**src/rtl/mod_cfg_ctrl_pkg.sv**
```systemverilog
// Shared types for the modulator control front-end: FSM states, source codes
// and the packed configuration record held in the shadow and active registers.
package mod_cfg_ctrl_pkg;

    localparam int unsigned FREC_W = 24;
    localparam int unsigned IM_W   = 16;

    typedef enum logic [1:0] {
        ST_IDLE,
        ST_RUN,
        ST_PEND,
        ST_FLUSH
    } state_t;

    typedef enum logic [1:0] {
        SRC_SIN  = 2'd0,
        SRC_RAMP = 2'd1,
        SRC_SQR  = 2'd2,
        SRC_EXT  = 2'd3
    } src_t;

    typedef struct packed {
        logic              fm_am;
        src_t              source;
        logic              comp_dac;
        logic [FREC_W-1:0] frec_mod;
        logic [FREC_W-1:0] frec_por;
        logic [IM_W-1:0]   im_am;
        logic [IM_W-1:0]   im_fm;
    } cfg_t;

    // A mode or source change restructures the datapath and needs a flush.
    function automatic logic needs_flush(input cfg_t next_cfg, input cfg_t cur_cfg);
        return (next_cfg.fm_am != cur_cfg.fm_am) || (next_cfg.source != cur_cfg.source);
    endfunction

endpackage

```
**src/rtl/mod_cfg_ctrl_strobe_div.sv**
```systemverilog
// Programmable sample-rate divider: free-running count 0..R-1 while enabled,
// with a registered one-cycle strobe on every wrap (R = max(ratio,1)).
module strobe_div #(
    parameter int unsigned DIV_W = 16
) (
    input  logic             clk,
    input  logic             rst,
    input  logic             en,
    input  logic [DIV_W-1:0] ratio,
    output logic             tick,
    output logic             strobe
);

    logic [DIV_W-1:0] cnt;
    logic [DIV_W-1:0] last;

    always_comb begin
        last = (ratio == '0) ? '0 : ratio - 1'b1;
        tick = en && (cnt == last);
    end

    always_ff @(posedge clk or posedge rst) begin
        if (rst) begin
            cnt    <= '0;
            strobe <= 1'b0;
        end else if (!en) begin
            cnt    <= '0;
            strobe <= 1'b0;
        end else begin
            strobe <= tick;
            cnt    <= tick ? '0 : cnt + 1'b1;
        end
    end

endmodule

```
**src/rtl/mod_cfg_ctrl.sv**
```systemverilog
// Modulator control front-end: sample strobe generation, shadowed configuration
// applied on a sample boundary, and datapath flush on mode/source changes.
module mod_cfg_ctrl
    import mod_cfg_ctrl_pkg::*;
#(
    parameter int unsigned DIV_W     = 16,
    parameter int unsigned FLUSH_LEN = 32
) (
    input  logic             clk,
    input  logic             rst,
    input  logic             run,
    input  logic [DIV_W-1:0] div_ratio,
    input  logic             cfg_wr,
    output logic             cfg_ready,
    input  logic             cfg_fm_am,
    input  logic [1:0]       cfg_source,
    input  logic             cfg_comp_dac,
    input  logic [23:0]      cfg_frec_mod,
    input  logic [23:0]      cfg_frec_por,
    input  logic [15:0]      cfg_im_am,
    input  logic [15:0]      cfg_im_fm,
    output logic             dp_val_in,
    output logic             dp_rst,
    output logic             dp_c_fm_am,
    output logic [1:0]       dp_c_source,
    output logic             dp_c_comp_dac,
    output logic [23:0]      dp_frec_mod,
    output logic [23:0]      dp_frec_por,
    output logic [15:0]      dp_im_am,
    output logic [15:0]      dp_im_fm,
    output logic             upd_done,
    output logic             cfg_err
);

    localparam int unsigned      FC_W    = $clog2(FLUSH_LEN + 1);
    localparam logic [FC_W-1:0]  FC_LAST = FC_W'(FLUSH_LEN - 1);

    state_t           state_q, state_d;
    cfg_t             cfg_in, shadow, active;
    logic [DIV_W-1:0] ratio_q;
    logic [FC_W-1:0]  fcnt_q, fcnt_d;
    logic             tick, div_en;
    logic             capture, ld_in, ld_sh;
    logic             dp_rst_d, upd_d;
    logic             sh_pend, sh_pend_d, upd_pend, upd_pend_d;

    always_comb begin
        cfg_in.fm_am    = cfg_fm_am;
        cfg_in.source   = src_t'(cfg_source);
        cfg_in.comp_dac = cfg_comp_dac;
        cfg_in.frec_mod = cfg_frec_mod;
        cfg_in.frec_por = cfg_frec_por;
        cfg_in.im_am    = cfg_im_am;
        cfg_in.im_fm    = cfg_im_fm;
    end

    assign cfg_ready = (state_q == ST_IDLE) || (state_q == ST_RUN);
    // Gating with run clears the strobe on the edge that returns to IDLE.
    assign div_en    = run && (state_q != ST_IDLE);

    strobe_div #(.DIV_W(DIV_W)) u_div (
        .clk    (clk),
        .rst    (rst),
        .en     (div_en),
        .ratio  (ratio_q),
        .tick   (tick),
        .strobe (dp_val_in)
    );

    always_comb begin
        state_d    = state_q;
        capture    = 1'b0;
        ld_in      = 1'b0;
        ld_sh      = 1'b0;
        dp_rst_d   = dp_rst;
        upd_d      = upd_pend;
        sh_pend_d  = sh_pend;
        upd_pend_d = 1'b0;
        fcnt_d     = fcnt_q;
        unique case (state_q)
            ST_IDLE: begin
                dp_rst_d = 1'b1;
                // A direct write wins over a shadow left by the run-drop edge.
                if (cfg_wr) begin
                    ld_in      = 1'b1;
                    upd_pend_d = 1'b1;
                    sh_pend_d  = 1'b0;
                end else if (sh_pend) begin
                    ld_sh     = 1'b1;
                    upd_d     = 1'b1;
                    sh_pend_d = 1'b0;
                end
                if (run) begin
                    state_d  = ST_RUN;
                    dp_rst_d = 1'b0;
                end
            end
            ST_RUN: begin
                if (!run) begin
                    state_d  = ST_IDLE;
                    dp_rst_d = 1'b1;
                    if (cfg_wr) begin
                        capture   = 1'b1;
                        sh_pend_d = 1'b1;
                    end
                end else if (cfg_wr) begin
                    capture = 1'b1;
                    state_d = ST_PEND;
                end
            end
            ST_PEND: begin
                if (!run) begin
                    state_d  = ST_IDLE;
                    dp_rst_d = 1'b1;
                    ld_sh    = 1'b1;
                    upd_d    = 1'b1;
                end else if (tick) begin
                    ld_sh = 1'b1;
                    if (needs_flush(shadow, active)) begin
                        state_d  = ST_FLUSH;
                        dp_rst_d = 1'b1;
                        fcnt_d   = '0;
                    end else begin
                        state_d = ST_RUN;
                        upd_d   = 1'b1;
                    end
                end
            end
            ST_FLUSH: begin
                if (!run) begin
                    state_d  = ST_IDLE;
                    dp_rst_d = 1'b1;
                    upd_d    = 1'b1;
                end else if (dp_val_in) begin
                    if (fcnt_q == FC_LAST) begin
                        state_d  = ST_RUN;
                        dp_rst_d = 1'b0;
                        upd_d    = 1'b1;
                    end else begin
                        fcnt_d = fcnt_q + 1'b1;
                    end
                end
            end
            default: state_d = ST_IDLE;
        endcase
    end

    always_ff @(posedge clk or posedge rst) begin
        if (rst) state_q <= ST_IDLE;
        else     state_q <= state_d;
    end

    always_ff @(posedge clk or posedge rst) begin
        if (rst) begin
            active   <= '0;
            shadow   <= '0;
            ratio_q  <= '0;
            fcnt_q   <= '0;
            dp_rst   <= 1'b1;
            upd_done <= 1'b0;
            cfg_err  <= 1'b0;
            sh_pend  <= 1'b0;
            upd_pend <= 1'b0;
        end else begin
            fcnt_q   <= fcnt_d;
            dp_rst   <= dp_rst_d;
            upd_done <= upd_d;
            cfg_err  <= cfg_wr && !cfg_ready;
            sh_pend  <= sh_pend_d;
            upd_pend <= upd_pend_d;
            if (capture) shadow <= cfg_in;
            if (ld_in)      active <= cfg_in;
            else if (ld_sh) active <= shadow;
            if ((state_q == ST_IDLE) && run) ratio_q <= div_ratio;
        end
    end

    assign dp_c_fm_am    = active.fm_am;
    assign dp_c_source   = active.source;
    assign dp_c_comp_dac = active.comp_dac;
    assign dp_frec_mod   = active.frec_mod;
    assign dp_frec_por   = active.frec_por;
    assign dp_im_am      = active.im_am;
    assign dp_im_fm      = active.im_fm;

endmodule

```
**config.mk**
```make
export PLATFORM = sky130hd
export DESIGN_NAME = mod_cfg_ctrl
export DESIGN_NICKNAME = d
export VERILOG_FILES = /design/src/rtl/mod_cfg_ctrl_pkg.sv /design/src/rtl/mod_cfg_ctrl_strobe_div.sv /design/src/rtl/mod_cfg_ctrl.sv
export SDC_FILE = /design/constraint.sdc
export NUM_CORES = 1
export LEC_CHECK = 0
export CORE_ASPECT_RATIO = 1.75
export CORE_MARGIN = 2
export CORE_UTILIZATION = 56
export CTS_BUF_LIST = sky130_fd_sc_hd__clkbuf_8 sky130_fd_sc_hd__clkbuf_16
export DETAILED_ROUTE_END_ITERATION = 10
export GPL_TIMING_DRIVEN = 0
export PLACE_DENSITY_LB_ADDON = 0.25
export SLEW_MARGIN = 20
export SYNTH_ARGS = -nofsm -noshare
export SYNTH_HDL_FRONTEND = slang
export SYNTH_SLANG_ARGS = --single-unit
```
**constraint.sdc**
```tcl
create_clock -name clk -period 11.69 [get_ports clk]
set_input_delay 2.9225 -clock clk [delete_from_list [all_inputs] [get_ports clk]]
set_output_delay 2.9225 -clock clk [all_outputs]
set_load 0.02 [all_outputs]
```
==> results.json, run 1 <==
{
  "syn_to_final_growth_pct": 29.43,
  "start_util_pct": 57.38,
  "dr_total_vias": 7731,
  "gp_congestion": 0.9447,
  "clockBufferDepth": 3,
  "grt_usage_pct": 27.88,
  "io_buffers": 191,
  "drive_gt1_share_pct": 15.12,
  "path_buf_inv": 4,
  "seqCellArea_um2": 5356,
  "syn_area_per_cell_um2": 11.26,
  "grt_pass1_wl_mm": 42.25,
  "whs_path_depth": 1,
  "clk_pin_slew_ns": 0.06,
  "rows": 64,
  "h-tree-depth": 1,
  "die-width_um": 105.3,
  "period_minus_slack_ns": 5.422,
  "rr_worst_depth": 11,
  "clock_sinks": 214,
  "cp.arrival_ns": 2.50,
  "ys_ff_latch": 214,
  "syn_inst": 894,
  "critPathKind": "flop to primary output",
  "cp_slowest_cell": "clkdlybuf4s50_1",
  "numCtsBuffers": 21,
  "nNetsFinal": 1221,
  "post_drt_wl_per_cell_um": 19.50,
  "antenna_found_initial": 0,
  "dp.cells": 1318,
  "yosysWarnings": 0,
  "power.density_nw_per_um2": 290.7,
  "synth_edf_count": 0,
  "setup_viol": 0,
  "tns_ns": 0,
  "layout.cells.non_filler": 1355,
  "grt_pass1_vias": 8265,
  "power_mw": 3.787,
  "crit_path_start_kind": "flop",
  "die_area_um2": 19100,
  "cts_resized": 0,
  "root_buffer": "clkbuf_16",
  "clock.fmax_mhz": 184.4,
  "hp-start": "shadow[78]",
  "synth-seq-area-share_pct": 53.23,
  "tritoncts": "yes",
  "cp.required_ns": 8.77,
  "cpPeakStageDelay_ns": 0.62,
  "cpMostUsedCell": "inv_1",
  "drtIter0Drc": 361,
  "multi_input_area_um2": 4399,
  "fin_worst_skew_ns": 0.008710,
  "overflow": 0,
  "critical_path.max_fanout": 9,
  "diodes": 0,
  "maxSlewViolCount": 0,
  "cap_violations": 0,
  "syn_area_um2": 10060,
  "grt_max_degree": 95,
  "synth_top_cell_by_area": "dfrtp_1",
  "max-slew-margin-rel_pct": 34.87,
  "fillers": 1190,
  "timing.rr.start": "ratio_q[13]",
  "cpLargestDelayFamily": "buffers and inverters",
  "ys_top_cells_by_area": "dfrtp_1 53%, mux2_2 11%, mux2i_1 9.1%, a21oi_1 4.6%, nor2_1 4.4%",
  "die_h_um": 181.3,
  "ant_nets": 0,
  "r2r_end": "dp_im_fm[8]",
  "worst_slack_ns": 6.268,
  "rsz0062_at_grt": "no",
  "r2r_slack_ns": 7.36,
  "whs_endpoint": "shadow[78]",
  "dr.pass1.iters": 4,
  "hold_ws_ns": 0.5035,
  "irDropWorstVdd_uv": 191.6,
  "tightest_slew_ns": 0.9681,
  "synth_ff_type": "dfrtp_1",
  "post-synth-top-count-cell": "dfrtp_1",
  "status": "finished clean",
  "finalCritPeriodShare_pct": 46.38,
  "hp-class": "flop to flop",
  "routed_wl_mm": 26.42,
  "cts_hold_buf": 0,
  "postCtsSetupBuffers": 0,
  "endpoint_kind": "primary output",
  "netlist.area_leader.share_pct": 52.97,
  "worstPathCellList": "inv_1, ha_1, clkbuf_1, inv_1, nand2_1, clkdlybuf4s50_1",
  "synthesis.nets": 1005,
  "drc": 0,
  "pre_cts_slack_ns": 5.799,
  "core_um2": 17540,
  "synth_async_sr_flop_share_pct": 100.0,
  "final-hold-violation-count": 0,
  "ios": 193,
  "static-leakage-power_nw": 5.346,
  "hpwl_mm": 19.53,
  "ys_top_cells_by_count": "213 x dfrtp_1, 119 x nor2_1, 101 x mux2_2",
  "via_per_inst": 5.706,
  "ys_types": 57,
  "clock_latency_ns": 0.49
}
[through the flow]
stage          util [%]  area (um^2)
2_1_floorplan         -        10060
3_3_place_gp      69.93        12260
3_5_place_dp      70.29        12330
4_1_cts           74.27        13030
5_1_grt           74.27        13030
6_report          74.27        13030
[state kept, by name, indices dropped and copies added (netlist names), 2 cells and up]
| register | cells |
|---|---|
| shadow | 84 |
| dp_frec_mod | 24 |
| dp_frec_por | 24 |
| dp_im_am | 16 |
| dp_im_fm | 16 |
| ratio_q | 16 |
| u_div.cnt | 16 |
| fcnt_q | 6 |
| dp_c_source | 2 |
| state_q | 2 |
[area by class of cell]
cell class / count / area share [%]
sequential: 214 / 41.12
multi-input combinational: 610 / 33.78
timing repair buffer: 193 / 15.10
clock buffer: 26 / 4.563
tap: 231 / 2.219
buffer: 51 / 1.816
clock inverter: 11 / 0.7973
inverter: 19 / 0.6052
[cells by family (layout without fill, tap and decap cells)]
| family | after synthesis | count (layout) | synth area share (%) |
|---|---|---|---|
| adder cells (fa/ha/maj) | 7 | 7 | 0.8703 |
| AND/OR/NAND/NOR | 237 | 237 | 11.38 |
| AO/OA/AOI/OAI | 145 | 145 | 8.591 |
| flip-flops | 214 | 214 | 53.23 |
| XOR/XNOR | 29 | 29 | 2.524 |
| buffers and inverters | 70 | 300 | 3.059 |
| multiplexers | 192 | 192 | 20.35 |
[worst max-delay path by stage]
| stage | startpoint | endpoint | slack (ns) | depth (start not counted) |
|---|---|---|---|---|
| global route | run | dp_im_fm[4] | 5.97 | 10 |
| floorplan | rst | cfg_err | 2.92 | 1 |
| global placement | rst | cfg_err | 0.18 | 2 |
| CTS | state_q[1] | cfg_ready | 6.22 | 6 |
| detailed placement | run | dp_im_fm[0] | 5.80 | 10 |
| finish | state_q[1] | cfg_ready | 6.27 | 6 |
[cell usage in the layout, fill, tap and decap left out, drive strengths merged, types with 4 or more instances in the layout]
cell	n
nor2b	4
nor2	119
dfrtp	213
nor4	8
mux2i	91
xor2	11
inv	25
mux2	101
and3	7
nor3	10
or4	4
xnor2	18
buf	24
nand2	27
nand4	10
or3	9
a21oi	92
and4	5
ha	7
o21ai	19
clkdlybuf4s50	191
clkbuf	55
nand3	23
[where the power goes]
group,switching (mW),total [mW],internal (mW),leakage (nW)
logic,0.953,1.79,0.834,2.47
clock network,0.278,0.681,0.403,0.363
registers,0.227,1.32,1.09,2.51
[layer usage]
metal	up-vias	global-route usage (%)	wire length, um
met1	3864	30.14	9463
met4	0	11.09	1086
met5	-	0	0
li1	3596	-	-
met3	62	4.690	1237
met2	209	52.90	14630
Power figures use the tool's default switching activity.
==> inputs of run 2 (changes only) <==
--- a/config.mk
+++ b/config.mk
@@ -7,7 +7,7 @@
 export LEC_CHECK = 0
 export CORE_ASPECT_RATIO = 1.75
 export CORE_MARGIN = 2
-export CORE_UTILIZATION = 56
+export CORE_UTILIZATION = 47
 export CTS_BUF_LIST = sky130_fd_sc_hd__clkbuf_8 sky130_fd_sc_hd__clkbuf_16
 export DETAILED_ROUTE_END_ITERATION = 10
 export GPL_TIMING_DRIVEN = 0
==> constraint.sdc (replaced) <==
create_clock -name clk -period 4.91 [get_ports clk]
set_input_delay 1.2275 -clock clk [delete_from_list [all_inputs] [get_ports clk]]
set_output_delay 1.2275 -clock clk [all_outputs]
set_load 0.02 [all_outputs]
==> run 2 against run 1 <==
Against the previous run:
- clock skew is 0.0015 ns lower
- clock power increased to 2.5 times the previous value
- via count is 1.8% lower
- sequential power up 140%
- critical endpoint is now dp_im_fm[7]
- largest cell class unchanged
- largest power group unchanged
==> results.json, run 2 (synthesis results as in run 1) <==
{
  "status": "finished clean",
  "cap_violations": 0,
  "grt.busiest_layer": "met2",
  "drtIter0Drc": 276,
  "clock.fmax_mhz": 240.3,
  "clk_pin_slew_ns": 0.06,
  "hpwl_mm": 18.99,
  "dr.pass1.iters": 4,
  "clockBufferDepth": 3,
  "r2r_end": "dp_im_fm[7]",
  "clkPwrFrac_pct": 18.9,
  "power.density_nw_per_um2": 685.1,
  "clock_sinks": 214,
  "crit_path_start_kind": "flop",
  "overflow": 0,
  "grt_use_met3_pct": 4.633,
  "tritoncts": "yes",
  "drive_gt1_share_pct": 16.08,
  "cts_hold_buf": 0,
  "clock_latency_ns": 0.50,
  "critPathKind": "flop to flop",
  "root_buffer": "clkbuf_16",
  "die-width_um": 114.6,
  "final_cell_mix": "213 x dfrtp_1, 191 x clkdlybuf4s50_1, 119 x nor2_1",
  "h-tree-depth": 1,
  "ant_nets": 0,
  "start_util_pct": 48.08,
  "tightest_slew_ns": 1.114,
  "top_register": "shadow",
  "intPower_mw": 5.610,
  "pwr-share-comb_pct": 46.5,
  "nNetsFinal": 1227,
  "die_h_um": 197.6,
  "r2r_slack_ns": 0.75,
  "rows": 70,
  "dr_total_vias": 7589,
  "grt_usage_pct": 22.31,
  "cp.required_ns": 5.28,
  "largest_reg_flops": 84,
  "gr-usage-met1_pct": 24.55,
  "fin_worst_skew_ns": 0.007260,
  "seqPwrFrac_pct": 34.6,
  "ios": 193,
  "fillers": 1685,
  "max-slew-margin-rel_pct": 25.05,
  "p_sw_mw": 3.433,
  "static-leakage-power_nw": 5.399,
  "hold_ws_ns": 0.5021,
  "maxSlewViolCount": 0,
  "routed_wl_mm": 25.20,
  "finalCritPeriodShare_pct": 84.77,
  "io_buffers": 191,
  "tns_ns": 0,
  "numCtsBuffers": 22,
  "switching_share_pct": 37.96,
  "post_drt_wl_per_cell_um": 18.18,
  "critical_path.max_fanout": 10,
  "timing.rr.start": "ratio_q[2]",
  "syn_to_final_growth_pct": 31.16,
  "period_minus_slack_ns": 4.162,
  "core_um2": 20930,
  "worstSetupStartpoint": "ratio_q[2]",
  "final-hold-violation-count": 0,
  "hp-class": "flop to flop",
  "irDropWorstVdd_uv": 477.7,
  "cp.arrival_ns": 4.53,
  "drc": 0,
  "layout_commonest_cell": "dfrtp_1",
  "grt_pass1_wl_mm": 40.12,
  "antenna_found_initial": 3,
  "rsz0062_at_grt": "no",
  "postCtsSetupBuffers": 0,
  "endpoint_kind": "flop",
  "grt_use_met2_pct": 40.15,
  "setup_viol": 0,
  "die_area_um2": 22640,
  "grt_max_degree": 35,
  "cts_resized": 0,
  "gp_congestion": 0.9302,
  "via_per_inst": 5.475,
  "endpoint": "dp_im_fm[7]",
  "grt_pass1_vias": 7959,
  "rr_worst_depth": 11
}
run 2: layout make-up:
cell class,instances,area (um^2),share of cell area (%)
flip-flops and latches,214,5356,40.58
multi-input cells,610,4399,33.33
repair buffers,198,2059,15.60
clock buffers,27,630.6,4.778
well taps,252,315.3,2.389
plain buffers,51,236.5,1.792
clock inverters,13,121.4,0.9195
inverters,19,75.07,0.5688
diodes,2,5.005,0.03792
run 2: power by group through the flow:
stage	registers, mW	clock network [mW]	logic [mW]
final	3.13	1.71	4.20
after global routing	3.22	1.83	4.59
after CTS	3.13	1.76	4.26
after detailed placement	3.15	0	4.25
after global placement	3.12	0	4.15
after floorplan	3.46	0	2.35
run 2: worst max-delay path, cell delays in order (launching register included):
cell,delay (ns)
dfrtp_1,0.46
or4_1,0.54
buf_2,0.19
nor4_4,0.44
a311oi_1,0.16
nor4_1,0.66
and4_1,0.39
nand4_2,0.21
a31oi_4,0.37
buf_4,0.25
buf_2,0.26
a21oi_1,0.11
run 2: worst min-delay path by stage:
stage / slack [ns] / startpoint / to / depth (start not counted)
floorplan: 0.48 / fcnt_q[0] / fcnt_q[0] / 1
global placement: 0.49 / shadow[10] / shadow[10] / 1
detailed placement: 0.49 / shadow[54] / shadow[54] / 1
CTS: 0.51 / shadow[54] / shadow[54] / 1
global route: 0.52 / shadow[66] / shadow[66] / 1
finish: 0.50 / shadow[20] / shadow[20] / 1
run 2: per-layer routing:
layer  vias to the layer above  share of wire (%)
met3                        73                5.4
met2                       196                 53
met5                         -              0.052
met4                         2                4.6
met1                      3720                 36
li1                       3598                  -
run 2: metrics by stage:
step	instances	area, um^2	worst slack, ns	power [mW]	utilization, %
global route	1386	13200	0.6167	9.641	63.05
CTS	1384	13190	0.7659	9.144	63.03
floorplan	894	10070	0.8992	5.809	-
detailed placement	1344	12440	0.8060	7.400	59.44
finish	1386	13200	0.7479	9.043	63.05
global placement	1337	12290	-0.8458	7.271	58.73
